`config.mk`:
```
export PLATFORM = sky130hd
export DESIGN_NAME = i2s_receiver
export DESIGN_NICKNAME = d
export VERILOG_FILES = /design/src/rtl/audio_pkg.sv /design/src/rtl/bit_synchronizer.sv /design/src/rtl/i2s_receiver.sv
export SDC_FILE = /design/constraint.sdc
export NUM_CORES = 1
export LEC_CHECK = 0
export BUFFER_PORTS_ARGS = -buffer_cell sky130_fd_sc_hd__buf_2
export CORE_ASPECT_RATIO = 1.1
export CORE_UTILIZATION = 50
export CTS_CLUSTER_DIAMETER = 40
export DETAILED_ROUTE_END_ITERATION = 10
export MAX_ROUTING_LAYER = met4
export PLACE_DENSITY = 0.72
export SLEW_MARGIN = 20
export SYNTH_ARGS = -nofsm -noshare
export SYNTH_HDL_FRONTEND = slang
export SYNTH_SLANG_ARGS = --single-unit
```
`constraint.sdc`:
```
create_clock -name input_clk -period 3.1 [get_ports input_clk]
set_input_delay 0.31 -clock input_clk [delete_from_list [all_inputs] [get_ports input_clk]]
set_output_delay 0.31 -clock input_clk [all_outputs]
set_load 0.01 [all_outputs]
```
`src/rtl/audio_pkg.sv`:
```
// Shared audio-path types: default word width, I2S receiver states and the
// sample word type used across the capture/playback chain.
package audio_pkg;

    localparam int unsigned DEFAULT_SAMPLE_WIDTH = 16;

    typedef enum logic {
        SYNC = 1'b0,
        RUN  = 1'b1
    } i2s_rx_state_t;

    typedef logic [DEFAULT_SAMPLE_WIDTH-1:0] sample_t;

endpackage

```
`src/rtl/bit_synchronizer.sv`:
```
// Multi-flop synchronizer for a single asynchronous input bit.
module bit_synchronizer #(
    parameter int unsigned STAGES = 2
) (
    input  logic clk,
    input  logic reset,
    input  logic d,
    output logic q
);

    logic [STAGES-1:0] chain;

    always_ff @(posedge clk or negedge reset) begin
        if (!reset) begin
            chain <= '0;
        end else begin
            chain <= {chain[STAGES-2:0], d};
        end
    end

    assign q = chain[STAGES-1];

endmodule

```
`src/rtl/i2s_receiver.sv`:
```
// Philips I2S capture: oversampled SCK/WS/SD, delivers left/right word pairs
// with a one-cycle valid strobe and a sticky framing-error flag.
module i2s_receiver
    import audio_pkg::*;
#(
    parameter int unsigned SAMPLE_WIDTH   = DEFAULT_SAMPLE_WIDTH,
    parameter int unsigned SYNC_STAGES    = 2,
    parameter int unsigned TIMEOUT_CYCLES = 1024
) (
    input  logic                    input_clk,
    input  logic                    reset,
    input  logic                    i2s_serial_clk,
    input  logic                    i2s_ws,
    input  logic                    i2s_sound_bit_in,
    output logic [SAMPLE_WIDTH-1:0] left_sample,
    output logic [SAMPLE_WIDTH-1:0] right_sample,
    output logic                    sample_valid,
    output logic                    frame_error
);

    localparam int unsigned CNT_W  = $clog2(SAMPLE_WIDTH + 1);
    localparam int unsigned IDLE_W = $clog2(TIMEOUT_CYCLES + 1);

    logic sck_s, ws_s, sd_s, sck_d, sck_rise;

    bit_synchronizer #(.STAGES(SYNC_STAGES)) u_sync_sck (
        .clk(input_clk), .reset(reset), .d(i2s_serial_clk), .q(sck_s));
    bit_synchronizer #(.STAGES(SYNC_STAGES)) u_sync_ws (
        .clk(input_clk), .reset(reset), .d(i2s_ws), .q(ws_s));
    bit_synchronizer #(.STAGES(SYNC_STAGES)) u_sync_sd (
        .clk(input_clk), .reset(reset), .d(i2s_sound_bit_in), .q(sd_s));

    assign sck_rise = sck_s & ~sck_d;

    i2s_rx_state_t           state, state_nx;
    logic [SAMPLE_WIDTH-1:0] shift_reg, shift_reg_nx;
    logic [CNT_W-1:0]        bit_count, bit_count_nx;
    logic                    ws_prev, ws_prev_nx;
    logic [IDLE_W-1:0]       idle_cnt, idle_cnt_nx;
    logic                    left_seen, left_seen_nx;
    logic [SAMPLE_WIDTH-1:0] left_nx, right_nx;
    logic                    valid_nx, error_nx;
    logic [SAMPLE_WIDTH-1:0] shifted, word;
    logic [CNT_W-1:0]        count_inc;

    always_ff @(posedge input_clk or negedge reset) begin
        if (!reset) begin
            sck_d        <= 1'b0;
            state        <= SYNC;
            shift_reg    <= '0;
            bit_count    <= '0;
            ws_prev      <= 1'b0;
            idle_cnt     <= '0;
            left_seen    <= 1'b0;
            left_sample  <= '0;
            right_sample <= '0;
            sample_valid <= 1'b0;
            frame_error  <= 1'b0;
        end else begin
            sck_d        <= sck_s;
            state        <= state_nx;
            shift_reg    <= shift_reg_nx;
            bit_count    <= bit_count_nx;
            ws_prev      <= ws_prev_nx;
            idle_cnt     <= idle_cnt_nx;
            left_seen    <= left_seen_nx;
            left_sample  <= left_nx;
            right_sample <= right_nx;
            sample_valid <= valid_nx;
            frame_error  <= error_nx;
        end
    end

    always_comb begin
        state_nx     = state;
        shift_reg_nx = shift_reg;
        bit_count_nx = bit_count;
        ws_prev_nx   = ws_prev;
        left_seen_nx = left_seen;
        left_nx      = left_sample;
        right_nx     = right_sample;
        valid_nx     = 1'b0;
        error_nx     = frame_error;
        shifted      = shift_reg;
        count_inc    = bit_count;
        word         = '0;

        if (sck_rise) begin
            idle_cnt_nx = '0;
        end else if (idle_cnt != IDLE_W'(TIMEOUT_CYCLES)) begin
            idle_cnt_nx = idle_cnt + 1'b1;
        end else begin
            idle_cnt_nx = idle_cnt;
        end

        case (state)
            SYNC: begin
                if (sck_rise && (ws_s != ws_prev)) begin
                    state_nx     = RUN;
                    bit_count_nx = '0;
                    ws_prev_nx   = ws_s;
                    left_seen_nx = 1'b0;
                end
            end
            RUN: begin
                if (sck_rise) begin
                    if (bit_count < CNT_W'(SAMPLE_WIDTH)) begin
                        shifted   = {shift_reg[SAMPLE_WIDTH-2:0], sd_s};
                        count_inc = bit_count + 1'b1;
                    end
                    shift_reg_nx = shifted;
                    bit_count_nx = count_inc;
                    // WS edge: this rise carried the closing word's LSB
                    if (ws_s != ws_prev) begin
                        word = shifted;
                        if (count_inc < CNT_W'(SAMPLE_WIDTH)) begin
                            word     = shifted << (CNT_W'(SAMPLE_WIDTH) - count_inc);
                            error_nx = 1'b1;
                        end
                        if (!ws_prev) begin
                            left_nx      = word;
                            left_seen_nx = 1'b1;
                        end else if (left_seen) begin
                            // right word without a preceding left is the post-sync fragment
                            right_nx = word;
                            valid_nx = 1'b1;
                        end
                        bit_count_nx = '0;
                        ws_prev_nx   = ws_s;
                    end
                end else if (idle_cnt == IDLE_W'(TIMEOUT_CYCLES)) begin
                    state_nx     = SYNC;
                    error_nx     = 1'b1;
                    bit_count_nx = '0;
                    shift_reg_nx = '0;
                end
            end
            default: state_nx = SYNC;
        endcase
    end

endmodule

```
# Word-level counts from Yosys, hierarchy flattened
# Cells that the tools add are included.
dict set report totals {
  ff_bits 76
  inputBits 5
  output_inout_bits 34
  word_cells 82
}
dict set report classes {
  add_sub_neg 3
  magnitude_cmp 2
  eq_ne 10
  shift 1
  mux 38
  bitwise_logic 4
  reduce_logical 10
}
# cell count
set op_table {}
lappend op_table {{$mux 16} 6}
lappend op_table {{$mux 5} 7}
lappend op_table {{$mux 11} 2}
lappend op_table {{$mux 1} 19}
lappend op_table {{$shl 16x5->16} 1}
lappend op_table {{$reduce_and 4->1} 3}
lappend op_table {{$add 11x1->11 const B} 1}
lappend op_table {{$eq 11x11->1 const B} 1}
lappend op_table {{$ne 11x11->1 const B} 1}
lappend op_table {{$lt 5x5->1 const B} 2}
lappend op_table {{$pmux 5 s2} 1}
lappend op_table {{$ne 2x1->1 const B} 3}
lappend op_table {{$ne 2x2->1 const B} 3}
lappend op_table {{$pmux 1 s2} 3}
lappend op_table {{$add 5x1->5 const B} 1}
lappend op_table {{$reduce_and 5->1} 1}
lappend op_table {{$sub 5x5->5 const A} 1}
lappend op_table {{$reduce_and 2->1} 2}
lappend op_table {{$reduce_bool 2->1} 2}
lappend op_table {{$ne 3x2->1 const B} 1}
lappend op_table {{$not 1->1} 3}
lappend op_table {{$reduce_and 3->1} 1}
lappend op_table {{$and 1x1->1} 1}
lappend op_table {{$logic_and 1x1->1} 1}
lappend op_table {{$ne 1x1->1} 1}

# Longest topological paths before layout
# Gate-level depths: netlist of run 1.
dict set report depth {
  word_depth 8
  mapped_depth 12
  ltp_nobuf 10
}

# Hierarchy
# From an unflattened synthesis of run 1, not the netlist that was laid out.
dict set report unflattened {
  cells_unflattened 371
  area_unflattened_um2 4360.4
}
# mod instances cells_per_inst area_each_um2 seq_area_each_um2
set modules_own_cells {}
lappend modules_own_cells {i2s_receiver 1 365 4210.3 1751.7}
lappend modules_own_cells {bit_synchronizer 3 2 50.0 50.0}

# Worst setup path before layout of run 1
# OpenSTA, ideal clock, no wires.
dict set report synth_timing {
  kind {input-to-reg}
  from {in bit_count[4]}
  to {reg left_sample[14]}
  setup_time_ns 0.125
  arrival_time_ns 2.971
  required_time_ns 2.975
  slack_ns 0.005
  stages 12
  n_path_buf 3
  cell_sequence {dfrtp_1 -> buf_6 -> buf_6 -> clkbuf_1 -> mux2i_1 -> ha_1 -> xnor2_4 -> xor2_4 -> mux4_2 -> o211ai_1 -> o221ai_2 -> mux2_2}
}
dict set report synth_via {
  elab_chain_len 7
  word_cells_on_any_way 12
  classes_between {2 x add/sub; 2 x order compare; 1 x shift; 7 x mux}
}
# item line_no
set synth_lines {}
lappend synth_lines {{from (decl)} i2s_receiver.sv:37} ;# logic [CNT_W-1:0] bit_count, bit_count_nx;
lappend synth_lines {{$add 5x1->5 or $lt 5x5->1 (tied branches)} {i2s_receiver.sv:109, i2s_receiver.sv:107}}
lappend synth_lines {{$mux 5} i2s_receiver.sv:107} ;# if (bit_count < CNT_W'(SAMPLE_WIDTH)) begin
lappend synth_lines {{$mux 5} i2s_receiver.sv:106} ;# if (sck_rise) begin
lappend synth_lines {{$mux 5} i2s_receiver.sv:96} ;# case (state)
lappend synth_lines {{$sub 5x5->5} i2s_receiver.sv:117} ;# word = shifted << (CNT_W'(SAMPLE_WIDTH) - count_inc);
lappend synth_lines {{$shl 16x5->16} i2s_receiver.sv:117}
lappend synth_lines {{$mux 16 *} i2s_receiver.sv:116} ;# if (count_inc < CNT_W'(SAMPLE_WIDTH)) begin
lappend synth_lines {{to (signal assigned)} i2s_receiver.sv:67} ;# left_sample <= left_nx;
lappend synth_lines {{to (decl)} i2s_receiver.sv:15} ;# output logic [SAMPLE_WIDTH-1:0] left_sample,
# Every way passes the cells marked *; elsewhere a longest branch is shown, timed or not. The select of a mux whose other input is x is not followed.
# A chain may end at the register's enable or synchronous reset.

# Worst setup path in the final report of run 1
dict set report layout_timing {
  from {in bit_count[4]}
  to {reg right_sample[9]}
}
dict set report layout_via {
  elab_chain_len 7
  word_cells_on_any_way 12
  classes_between {2 x add/sub; 2 x order compare; 1 x shift; 7 x mux}
}
# item line_no
set layout_lines {}
lappend layout_lines {{$add 5x1->5 or $lt 5x5->1 (tied branches)} {i2s_receiver.sv:109, i2s_receiver.sv:107}}
lappend layout_lines {{$mux 5} i2s_receiver.sv:107}
lappend layout_lines {{$mux 5} i2s_receiver.sv:106}
lappend layout_lines {{$mux 5} i2s_receiver.sv:96}
lappend layout_lines {{$sub 5x5->5} i2s_receiver.sv:117}
lappend layout_lines {{$shl 16x5->16} i2s_receiver.sv:117}
lappend layout_lines {{$mux 16 *} i2s_receiver.sv:116}
lappend layout_lines {{to (signal assigned)} i2s_receiver.sv:68} ;# right_sample <= right_nx;
lappend layout_lines {{to (decl)} i2s_receiver.sv:16} ;# output logic [SAMPLE_WIDTH-1:0] right_sample,
# Marks and branches as above.

==> results of run 1 <==
## per-stage QoR
| stage | setup slack (ps) | instances |
|---|---|---|
| finish | 187 | 540 |
| floorplan | 4.72 | 382 |
| global placement | 39.8 | 525 |
| CTS | 132 | 539 |
| global route | 8.33 | 540 |
| detailed placement | -60.0 | 525 |
## cells by family after synthesis
group                      Yosys count
DFF                                 76
muxes                               85
xor gates and xnor gates            19
AOI/OAI and AO/OA                   80
buffers and inverters               25
adders and majority gates            5
and+or+nand+nor                     92
## critical path, delay by kind of cell, from the launching register on
kind	cells	cell delay [ps]
simple gates	3	850
compound gates	2	510
flops	1	490
fa+ha+maj	1	320
buf+inv	1	230
mux	1	230
xor+xnor	1	210
## layout by cell type (no fill, tap or decap), types with 6 or more instances in the layout
| cell type | count |
|---|---|
| dfrtp_1 | 75 |
| mux2i_1 | 45 |
| buf_2 | 37 |
| mux2_2 | 36 |
| nor2_1 | 27 |
| nand2_1 | 26 |
| o21ai_0 | 22 |
| buf_4 | 14 |
| a21oi_1 | 13 |
| nand3_1 | 12 |
| clkbuf_8 | 10 |
| a22o_1 | 9 |
| xor2_1 | 8 |
| xnor2_1 | 6 |
| o22ai_1 | 6 |
## area by class of cell
cell class / count / area [um^2] / share of cell area [%]
multi-input cells: 281 / 2310 / 47.2
flip-flops and latches: 76 / 1900 / 38.8
repair buffers: 52 / 310 / 6.33
well taps: 111 / 139 / 2.83
clock buffers: 10 / 138 / 2.81
clock inverters: 4 / 73.8 / 1.51
inverters: 6 / 22.5 / 0.460
## metal layers
metal	up-vias	GRT usage [%]
li1	1489	-
met1	1583	32.7
met2	67	37.4
met3	20	4.02
met4	0	9.40
met5	-	-
## Yosys cell counts (2+ instances only)
master,count,area [um^2]
a21oi_1,13,65.1
a222oi_1,2,20.0
a22o_1,9,78.8
a32o_1,2,20.0
and3_1,4,25.0
buf_2,3,15.0
buf_4,2,15.0
buf_6,5,56.3
clkbuf_1,5,18.8
clkbuf_8,2,27.5
dfrtp_1,76,1900
ha_1,5,62.6
inv_1,5,18.8
mux2_2,36,405
mux2i_1,45,450
mux4_2,4,90.1
nand2_1,26,97.6
nand2b_1,2,12.5
nand3_1,12,60.1
nand3b_1,3,22.5
nand4b_1,2,17.5
nor2_1,27,101
o211ai_1,2,15.0
o21a_1,4,30.0
o21ai_0,22,110
o21bai_1,3,22.5
o221ai_1,3,26.3
o22ai_1,6,37.5
o2bb2ai_1,2,17.5
o31ai_1,2,15.0
xnor2_1,7,61.3
xor2_1,8,70.1
## repair_timing
item,4_1_cts,5_1_grt
endpoints found under the setup margin,4,1
resized for setup,1,0
buffers inserted,0,1
## final timing paths
kind	startpoint	to	slack [ps]	cells after the start
setup / recovery	bit_count[4]	right_sample[9]	190	9
hold / removal	i2s_sound_bit_in	u_sync_sd.chain[0]	60	1
setup reg to reg	bit_count[4]	right_sample[9]	190	9
hold reg to reg	u_sync_ws.chain[0]	u_sync_ws.chain[1]	350	0
max in group asynchronous	reset	bit_count[4]	2360	1
min in group asynchronous	reset	right_sample[8]	90	1
## report_power, final
group / switching [mW] / leakage, nW / total (mW) / internal, mW
clock: 0.364 / 0.109 / 0.832 / 0.468
sequential: 0.166 / 0.990 / 1.33 / 1.16
combinational: 0.704 / 1.14 / 1.31 / 0.605
total: 1.23 / 2.24 / 3.47 / 2.23
==> impl_metrics.env, run 1 <==
export IMPL_diodes=0
export IMPL_maxCapViolCount=0
export IMPL_avgSynthCellArea_um2=11.4
export IMPL_yosys_warnings=0
export IMPL_synth_top_family_by_area="multiplexers"
export IMPL_grt_use_total_pct=24.3
export IMPL_wl_met1_mm=4.51
export IMPL_cts_root_buf="clkbuf_8"
export IMPL_run_status="complete, no violations"
export IMPL_fin_setup_tns_ps=0
export IMPL_skew_ps=7.03
export IMPL_cpPeakStageDelay_ps=490
export IMPL_timing_fmax_ghz=0.343
export IMPL_period_share_pct=94.0
export IMPL_p_leak_nw=2.24
export IMPL_die_w_um=91.1
export IMPL_relSlewSlack_pct=37.3
export IMPL_cts_buffer_depth=2
export IMPL_via_per_inst=5.85
export IMPL_dpl_cell_area_mm2=0.00466
export IMPL_hold_violations=0
export IMPL_synth_cell_types=65
export IMPL_die_area_mm2=0.00911
export IMPL_synth_nets=392
export IMPL_cts_tree="yes"
export IMPL_io_pins=39
export IMPL_synth_seq_area_share_pct=43.6
export IMPL_rsz0062_at_grt="false"
export IMPL_worstSkewPairLatency_ps=350
export IMPL_async_flop_share_pct=100
export IMPL_tightest_slew_ps=940
export IMPL_synth_ff_type="dfrtp_1"
export IMPL_cts_sinks=76
export IMPL_wl_met2_mm=4.81
export IMPL_final_core_util_pct=58.3
export IMPL_synth_xor_area_share_pct=5.02
export IMPL_period_needed_ps=2910
export IMPL_drc=0
export IMPL_antenna_found_initial=0
export IMPL_grt_pass1_wl_mm=16.6
export IMPL_clk_pin_slew_ps=80
export IMPL_final_max_slew_viol_count=0
export IMPL_highest_signal_layer="met4"
export IMPL_synth_mux_area_share_pct=21.7
export IMPL_synth_cells=382
export IMPL_syn_area_mm2=0.00437
export IMPL_crit_type="reg2reg"
export IMPL_drive_above_1_share_pct=30.5
export IMPL_fill_cells=735
export IMPL_synthToLayoutAreaGrowth_pct=12.2
export IMPL_coreArea_mm2=0.00841
export IMPL_cp_slowest_cell="dfrtp_2"
export IMPL_path_cells="buf_4 > nand4b_1 > xor2_2 > and3_1 > ha_1 > nor2_1 > o21ai_4 > o221ai_1 > mux2_2"
export IMPL_cp_end_kind="register"
export IMPL_synth_compound_area_share_pct=13.5
export IMPL_ir_drop_mv=0.277
export IMPL_numCtsBuffers=9
export IMPL_die_y_um=100
export IMPL_cts_hold_buf=0
export IMPL_nNetsFinal=436
export IMPL_hp_class="in2reg"
export IMPL_synthSimpleGateAreaFrac_pct=11.0
export IMPL_critPathRequiredTime_ps=3390
export IMPL_wl_per_cell_um=18.4
export IMPL_post_dp_hpwl_mm=7.19
export IMPL_worst_ep_arrival_time_ps=3200
export IMPL_yosys_register_bits=76
export IMPL_wl_met3_um=361
export IMPL_port_buffers=38
export IMPL_setup_viol=0
export IMPL_num_rows=35
export IMPL_holdWs_ps=59.3
export IMPL_synth_edf_count=0
export IMPL_drt_iter0_drc=223
export IMPL_gp_congestion=0.882
export IMPL_synth_adder_area_share_pct=1.43
export IMPL_startpoint_type="register"
export IMPL_powerDensity_mw_per_mm2=707
export IMPL_power_mw=3.47
export IMPL_path_max_fanout=15
export IMPL_start_util_pct=51.9
export IMPL_overflow=0
export IMPL_grt_pass1_vias=3171
export IMPL_final_cell_area_mm2=0.00490
export IMPL_cts_htree_levels=3
export IMPL_grt_max_degree=77
export IMPL_drt_wl_total_mm=9.91
export IMPL_final_antenna_net_count=0
export IMPL_vias=3159
export IMPL_first_pass_iters=4
Power figures use the tool's default switching activity.
==> run 2, diff against run 1 <==
- PLACE_DENSITY: 0.72 -> default
- PLACE_DENSITY_LB_ADDON: default -> 0.05
==> run 2 against run 1 <==
  * Sequential power barely moved
  * Via count shrank 1.2%
  * Hold slack worse by 12 ps
  * Die area is the same
  * Critical path depth did not move
  * Flip-flop and latch count unchanged
  * Sequential share of layout area up 0.060 points
  * First-iteration DRC count decreased by 21%
  * Critical path type unchanged
  * Critical endpoint is now left_sample[14]
  * Clock skew up 3.2 ps
  * Worst setup slack better by 43 ps
  * Non-clock buffer count grew 1
  * Combinational power is essentially flat
==> impl_metrics.env, run 2 (synthesized netlist as in run 1, its figures left out) <==
export IMPL_run_status="complete, no violations"
export IMPL_die_y_um=100
export IMPL_use_met3_pct=4.24
export IMPL_gp_congestion=0.887
export IMPL_nNetsFinal=437
export IMPL_fin_ws_ps=230
export IMPL_grt_pass1_wl_mm=15.9
export IMPL_period_share_pct=92.6
export IMPL_grt_max_degree=77
export IMPL_layout_common_cells="75 x dfrtp_1, 45 x mux2i_1, 37 x buf_2"
export IMPL_cts_hold_buf=0
export IMPL_post_dp_hpwl_mm=7.28
export IMPL_cts_root_buf="clkbuf_8"
export IMPL_relSlewSlack_pct=38.3
export IMPL_grt_use_total_pct=23.8
export IMPL_crit_type="reg2reg"
export IMPL_io_pins=39
export IMPL_numCtsBuffers=9
export IMPL_tightest_slew_ps=926
export IMPL_setup_viol=0
export IMPL_start_util_pct=51.9
export IMPL_port_buffers=38
export IMPL_p_leak_nw=2.23
export IMPL_synthToLayoutAreaGrowth_pct=12.1
export IMPL_cts_tree="yes"
export IMPL_skew_ps=10.2
export IMPL_reg2reg_from="bit_count[0]"
export IMPL_power_mw=3.39
export IMPL_die_w_um=91.1
export IMPL_crit_top_cell="ha_1"
export IMPL_clk_pin_slew_ps=90
export IMPL_cts_htree_levels=3
export IMPL_grt_busiest_layer="met2"
export IMPL_cp_end_kind="register"
export IMPL_path_max_fanout=7
export IMPL_fill_cells=750
export IMPL_vias=3120
export IMPL_cts_buffer_depth=2
export IMPL_antenna_found_initial=0
export IMPL_wl_per_cell_um=18.1
export IMPL_path_cells="ha_1 > mux2i_1 > ha_1 > xnor2_4 > xor2_4 > mux4_2 > o211ai_1 > o221ai_2 > mux2_2"
export IMPL_final_max_slew_viol_count=0
export IMPL_critPathLaunch="bit_count[0]"
export IMPL_period_needed_ps=2870
export IMPL_critPathRequiredTime_ps=3340
export IMPL_num_rows=35
export IMPL_overflow=0
export IMPL_coreArea_mm2=0.00841
export IMPL_multi_input_area_mm2=0.00231
export IMPL_startpoint_type="register"
export IMPL_ir_drop_mv=0.326
export IMPL_drt_iter0_drc=176
export IMPL_worstSkewPairLatency_ps=360
export IMPL_use_met2_pct=36.3
export IMPL_mostFrequentLayoutCell="dfrtp_1"
export IMPL_cpPeakStageDelay_ps=540
export IMPL_cts_sinks=76
export IMPL_hp_class="in2reg"
export IMPL_dp_slack_ps=-55.7
export IMPL_die_area_mm2=0.00911
export IMPL_drive_above_1_share_pct=31.0
export IMPL_diodes=0
export IMPL_hold_violations=0
export IMPL_cp_slowest_cell="mux4_2"
export IMPL_drc=0
export IMPL_timing_fmax_ghz=0.348
export IMPL_use_met1_pct=31.6
export IMPL_worst_ep_arrival_time_ps=3110
export IMPL_first_pass_iters=4
export IMPL_seqCellArea_mm2=0.00190
export IMPL_final_antenna_net_count=0
export IMPL_min_from="i2s_serial_clk"
export IMPL_drt_wl_total_mm=9.84
export IMPL_maxCapViolCount=0
export IMPL_grt_pass1_vias=3014
export IMPL_holdWs_ps=47.1
export IMPL_rsz0062_at_grt="false"
export IMPL_powerDensity_mw_per_mm2=692
export IMPL_via_per_inst=5.75
==> run 2: path summary, 6_finish.rpt <==
kind,endpoint,slack (ps),cells after the start
setup / recovery,left_sample[14],230,9
hold / removal,u_sync_sck.chain[0],50,1
setup reg to reg,left_sample[14],230,9
hold reg to reg,u_sync_ws.chain[1],360,0
max in group asynchronous,bit_count[4],2370,1
min in group asynchronous,u_sync_sck.chain[0],90,1
==> run 2: what timing repair did <==
action	4_1_cts	5_1_grt
endpoints found under the setup margin	2	0
gates resized for setup	1	0
setup buffers	0	0
==> run 2: power by group <==
group / leakage [nW] / internal, mW / switching, mW
registers: 0.990 / 1.16 / 0.158
clock network: 0.0991 / 0.399 / 0.385
logic: 1.14 / 0.593 / 0.692
total: 2.23 / 2.15 / 1.23
==> run 2: metal layers <==
metal  vias to the layer above  share of wire, %
li1                       1502                 -
met5                         -                 0
met4                         0               2.1
met3                        16               4.4
met1                      1538                46
met2                        64                47
==> run 2: cell type report <==
class                           count  area share (%)
Clock inverter                      6            1.46
Multi-Input combinational cell    281            47.3
Inverter                            6           0.460
Clock buffer                       10            2.81
Sequential cell                    76            38.9
Timing Repair Buffer               53            6.24
Tap cell                          111            2.84
==> run 2: through the flow <==
| step | utilization (%) | instances | TNS (ps) | instance area (um^2) |
|---|---|---|---|---|
| 2_1_floorplan | - | 382 | 0 | 4370 |
| 3_3_place_gp | 55.6 | 527 | 0 | 4680 |
| 3_5_place_dp | 55.6 | 527 | -111 | 4680 |
| 4_1_cts | 58.2 | 543 | 0 | 4890 |
| 5_1_grt | 58.2 | 543 | 0 | 4890 |
| 6_report | 58.2 | 543 | 0 | 4890 |
==> run 2: critical path: cells and delay by family, from the launching register on <==
family          cells  cell delay [ps]
flops               1              390
mux                 3             1000
xor+xnor            2              500
fa+ha+maj           2              600
compound gates      2              260
